<file path="src/rtl/bus_arbiter_rr.sv">
// bus_arbiter_rr: round-robin bus arbiter for N_MASTERS masters with a per-master
// bus lock, an exported owner index and an optional tenure-limit preemption.
// Optional feature macro: BUS_ARB_TIMEOUT_EN (adds hold_cnt and the timeout
// handover; without it preempt is tied low and MAX_HOLD is unused).
// The bus is always parked on the last owner, so exactly one grant is low.

// Per-master slice: grant decode, request qualify and the owner hold term.
module bus_arb_lane #(
  parameter int IDX     = 0,
  parameter int OWNER_W = 2
) (
  input  logic [OWNER_W-1:0] owner,
  input  logic               req_n,
  input  logic               lock_n,
  output logic               grnt_n,
  output logic               want,
  output logic               hold
);
  logic is_owner;

  assign is_owner = (owner == OWNER_W'(IDX));
  assign grnt_n   = ~is_owner;
  assign want     = ~req_n;
  // Only the current owner's request/lock can keep the bus.
  assign hold     = is_owner & (~req_n | ~lock_n);
endmodule

module bus_arbiter_rr #(
  parameter int N_MASTERS = 4,
  parameter int OWNER_W   = 2,
  parameter int MAX_HOLD  = 16
) (
  input  logic                 clk,
  input  logic                 reset,
  input  logic [N_MASTERS-1:0] m_req_,
  input  logic [N_MASTERS-1:0] m_lock_,
  output logic [N_MASTERS-1:0] m_grnt_,
  output logic [OWNER_W-1:0]   owner,
  output logic                 busy,
  output logic                 preempt
);
  // Elaboration-time parameter sanity checks.
  if (N_MASTERS < 2 || N_MASTERS > 16) begin : g_bad_n
    $error("bus_arbiter_rr: N_MASTERS must be 2..16");
  end
  if (OWNER_W != $clog2(N_MASTERS)) begin : g_bad_w
    $error("bus_arbiter_rr: OWNER_W must equal clog2(N_MASTERS)");
  end
  if (MAX_HOLD < 2 || MAX_HOLD > 256) begin : g_bad_hold
    $error("bus_arbiter_rr: MAX_HOLD must be 2..256");
  end

  logic [N_MASTERS-1:0] want;
  logic [N_MASTERS-1:0] hold_vec;
  logic                 own_hold;
  logic                 owner_ok;
  logic                 rr_found;
  logic [OWNER_W-1:0]   rr_next;
  logic [OWNER_W:0]     rr_idx;
  logic [OWNER_W-1:0]   next_owner;

  for (genvar i = 0; i < N_MASTERS; i++) begin : g_lane
    bus_arb_lane #(.IDX(i), .OWNER_W(OWNER_W)) u_lane (
      .owner  (owner),
      .req_n  (m_req_[i]),
      .lock_n (m_lock_[i]),
      .grnt_n (m_grnt_[i]),
      .want   (want[i]),
      .hold   (hold_vec[i])
    );
  end

  assign own_hold = |hold_vec;
  assign busy     = own_hold;

  // Out-of-range owner codes only exist when N_MASTERS is not a power of two.
  if ((1 << OWNER_W) > N_MASTERS) begin : g_np2
    assign owner_ok = ({1'b0, owner} < (OWNER_W+1)'(N_MASTERS));
  end else begin : g_p2
    assign owner_ok = 1'b1;
  end

  // Round-robin successor search starting at owner+1, never selecting owner;
  // the loop runs from the farthest distance down so the nearest requester wins.
  always_comb begin
    rr_found = 1'b0;
    rr_next  = owner;
    rr_idx   = '0;
    for (int k = N_MASTERS-1; k >= 1; k--) begin
      rr_idx = {1'b0, owner} + (OWNER_W+1)'(k);
      if (rr_idx >= (OWNER_W+1)'(N_MASTERS))
        rr_idx = rr_idx - (OWNER_W+1)'(N_MASTERS);
      if (want[rr_idx[OWNER_W-1:0]]) begin
        rr_found = 1'b1;
        rr_next  = rr_idx[OWNER_W-1:0];
      end
    end
  end

`ifdef BUS_ARB_TIMEOUT_EN
  localparam int HC_W = $clog2(MAX_HOLD) + 1;
  localparam logic [HC_W-1:0] HOLD_LAST = HC_W'(MAX_HOLD - 1);

  logic [HC_W-1:0] hold_cnt;
  logic            own_req;
  logic            own_lock;
  logic            fire;

  assign own_req  = |(~m_grnt_ & ~m_req_);
  assign own_lock = |(~m_grnt_ & ~m_lock_);

  // Next owner: recover from illegal codes, hand over on release, or preempt
  // a requesting but unlocked owner whose tenure has run out.
  always_comb begin
    next_owner = owner;
    fire       = 1'b0;
    if (!owner_ok) begin
      next_owner = '0;
    end else if (!own_hold) begin
      if (rr_found) next_owner = rr_next;
    end else if (hold_cnt == HOLD_LAST && own_req && !own_lock && rr_found) begin
      next_owner = rr_next;
      fire       = 1'b1;
    end
  end

  // Tenure counter: restarts on every handover, saturates at the limit.
  always_ff @(posedge clk) begin
    if (reset)                                hold_cnt <= '0;
    else if (next_owner != owner)             hold_cnt <= '0;
    else if (busy && hold_cnt != HOLD_LAST)   hold_cnt <= hold_cnt + HC_W'(1);
  end

  // Preempt pulse marks the first cycle of the new owner after a timeout.
  always_ff @(posedge clk) begin
    if (reset) preempt <= 1'b0;
    else       preempt <= fire;
  end
`else
  // Next owner: recover from illegal codes, otherwise hand over on release.
  always_comb begin
    next_owner = owner;
    if (!owner_ok) begin
      next_owner = '0;
    end else if (!own_hold) begin
      if (rr_found) next_owner = rr_next;
    end
  end

  assign preempt = 1'b0;
`endif

  // Owner register; reset parks the bus on master 0.
  always_ff @(posedge clk) begin
    if (reset) owner <= '0;
    else       owner <= next_owner;
  end
endmodule
</file>
<file path="config.mk">
export PLATFORM = sky130hd
export DESIGN_NAME = bus_arbiter_rr
export DESIGN_NICKNAME = d
export VERILOG_FILES = /design/src/rtl/bus_arbiter_rr.sv
export SDC_FILE = /design/constraint.sdc
export NUM_CORES = 1
export LEC_CHECK = 0
export CAP_MARGIN = 15
export CORE_AREA = 2 2 39 41
export CTS_CLUSTER_DIAMETER = 100
export DETAILED_ROUTE_END_ITERATION = 7
export DIE_AREA = 0 0 41 43
export DONT_BUFFER_PORTS = 1
export GPL_TIMING_DRIVEN = 0
export PLACE_DENSITY_LB_ADDON = 0.05
export RECOVER_POWER = 50
export SLEW_MARGIN = 10
export SYNTH_ARGS = -nofsm -noshare
export SYNTH_HDL_FRONTEND = slang
export SYNTH_SLANG_ARGS = --single-unit
export TNS_END_PERCENT = 100
</file>
<file path="constraint.sdc">
create_clock -name clk -period 4.05 [get_ports clk]
set_input_delay 1.0125 -clock clk [delete_from_list [all_inputs] [get_ports clk]]
set_output_delay 1.0125 -clock clk [all_outputs]
set_load 0.02 [all_outputs]
</file>
==> impl_metrics.py <==
metrics = {
    "placed_design": {
        "port_buffers": 0,
        "place_congestion": 0.836,
        "pre_cts_slack_ps": 1240,
        "post-dp-hpwl_um": 705,
        "post_dp_cell_area_um2": 388,
    },
    "clock_tree": {
        "cts-buffers-inserted": 3,
        "cts.clk_slew.worst_paths_ps": 30,
        "clk_path_buf_depth": 2,
        "clkLatencyLatePin_ps": 220,
        "post_cts_resized": 0,
        "clock-root-buffer": "clkbuf_4",
        "clock_sinks": 2,
        "cts_tree": "built",
        "htreeDepth": 1,
        "post_cts_buffers": 0,
        "hold_buffers": 0,
    },
    "grt": {
        "grt_pass1_wl_mm": 1.21,
        "overflow": 0,
        "antenna_found_initial": 0,
        "grt_usage": 0.101,
        "grt_max_degree": 9,
        "grt_pass1_vias": 310,
    },
    "timing": {
        "setup_viol": 0,
        "whs_ps": 757,
        "fin_crit_ps": 2970,
        "grt_setup_unrepaired": "false",
        "finalCritPeriodShare": 0.732,
        "tns_ps": 0,
        "skew_ps": 0.941,
        "hold_violations": 0,
        "slew_viol_final": 0,
        "setup_slack_ps": 1080,
        "fmax_ghz": 0.337,
    },
    "pwr": {
        "pwr_density_cell_nw_per_um2": 775,
        "power_uw": 312,
        "ir_drop_mv": 0.176,
        "leakage_uw": 0.000168,
    },
    "synth": {
        "syn_area_per_cell_um2": 8.17,
        "synth.cell_area_um2": 368,
        "yosysUniqueCellTypes": 22,
        "yosysSeqAreaShare": 0.109,
        "ys_ff_latch": 2,
        "synth_cells": 45,
        "yosys_warnings": 0,
        "synth_fp_nets": 59,
    },
    "floorplanning": {
        "die_h_um": 43,
        "start_util": 0.266,
        "core_area_um2": 1380,
        "rows": 14,
        "fp.dieArea_um2": 1760,
        "fp.dieW_um": 41,
        "io-pin-count": 18,
    },
    "run": {
        "maxCapViolCount": 0,
    },
    "worst_setup_path": {
        "critPathArrivalTime_ps": 1950,
        "endpoint_kind": "output pin",
        "start_kind": "register",
        "worst-r2r-cell-count": 7,
        "worstPathMaxFanout": 8,
        "path_class": "register to output pin",
        "crit_required_ps": 3040,
    },
    "min_path": {
        "hp-class": "register to register",
        "worstHoldPathCells": 2,
    },
    "routing": {
        "totalWireLength_um": 842,
        "firstDrtPassIters": 2,
        "via_per_inst": 5.00,
        "antenna_left": 0,
        "wl_per_cell_um": 13.2,
        "drc": 0,
        "drt_iter0_markers": 5,
        "dr_total_vias": 320,
    },
    "finish": {
        "antenna_cells": 0,
        "syn2layout_area_growth_pct": 9.52,
        "nFillCells": 157,
        "top_register": "owner",
        "drive_gt1_frac": 0.208,
        "reg_top3": "owner: 2 flops",
        "stdcell_area_um2": 403,
        "largest_register_ffs": 2,
        "nNetsFinal": 64,
    },
    "status": {
        "status": "complete, no violations",
    },
}
## routing by layer
metal | track usage | up-vias | wire (um) | part of all wire
li1 | - | 158 | - | -
met5 | 0 | - | 0 | 0
met2 | 0.159 | 15 | 387 | 0.46
met3 | 0.0314 | 0 | 108 | 0.13
met1 | 0.122 | 147 | 346 | 0.41
met4 | 0.0400 | 0 | 0 | 0
## synthesized netlist by cell type, drive strengths merged
master / instances / area [um^2]
a2111o: 1 / 11.3
a211o: 1 / 8.76
a221oi: 1 / 8.76
nand3: 1 / 5.00
inv: 6 / 22.5
nand3b: 1 / 7.51
mux2: 1 / 11.3
and2: 1 / 7.51
dfxtp: 2 / 40.0
nand2: 5 / 18.8
mux4: 2 / 45.0
buf: 6 / 42.5
nor2b: 1 / 6.26
conb: 1 / 3.75
a2111oi: 2 / 18.8
nor2: 3 / 11.3
ha: 4 / 50.1
mux2i: 2 / 20.0
o22ai: 1 / 6.26
a21boi: 3 / 22.5
## final timing paths
path | start | to | slack, ps
min reg2reg | owner[1] | owner[1] | 760
min | owner[1] | owner[1] | 760
max reg2reg | owner[0] | owner[0] | 1260
max | owner[0] | busy | 1080
## critical path, stage by stage (launching register included)
cell      delay, ps
dfxtp_1         470
buf_2           280
inv_1           110
ha_1            220
a21boi_0        120
a2111o_1        530
## area by class of cell
class,instances,area (um^2),share of cell area
multi-input combinational,31,263,0.652
sequential,2,40.0,0.0994
buffer,6,35.0,0.0870
clock buffer,3,22.5,0.0559
inverter,6,22.5,0.0559
tap,16,20.0,0.0497
## metrics by stage
stage           util  cells
2_1_floorplan      -     45
3_3_place_gp   0.280     61
3_5_place_dp   0.280     61
4_1_cts        0.297     64
5_1_grt        0.291     64
6_report       0.291     64
## cells in the final DEF, fill, tap and decap left out
master	netlist	final
and2_2	1	1
mux2i_1	2	2
clkbuf_4	0	3
o22ai_1	1	1
a2111o_1	1	1
a21boi_0	3	3
a221oi_1	1	1
dfxtp_1	2	2
buf_2	1	1
ha_1	4	4
a2111oi_0	1	1
conb_1	1	1
nor2b_1	1	1
a211o_1	1	1
mux4_2	2	2
buf_4	5	3
a2111oi_1	1	1
nand2_1	5	5
nor2_1	3	3
clkbuf_1	0	2
nand3_1	1	1
nand3b_1	1	1
inv_1	6	6
mux2_1	1	1
## power breakdown
| part | switching, uW | internal [uW] | leakage [uW] | total, uW |
|---|---|---|---|---|
| sequential | 24.9 | 28.8 | 0.0000165 | 53.7 |
| clock | 10.0 | 32.6 | 0.0000138 | 42.6 |
| combinational | 118 | 98.4 | 0.000138 | 216 |
## logic make-up (layout without fill, tap and decap cells)
kind of cell	Yosys count	in the layout	share of synthesized area
AND/OR/NAND/NOR	12	12	0.153
buffers and inverters	12	15	0.177
AO/OA/AOI/OAI	9	9	0.208
multiplexers	5	5	0.207
adder cells (fa/ha/maj)	4	4	0.136
flip-flops	2	2	0.109
other	1	1	0.0102
(Power assumes the default switching activity.)
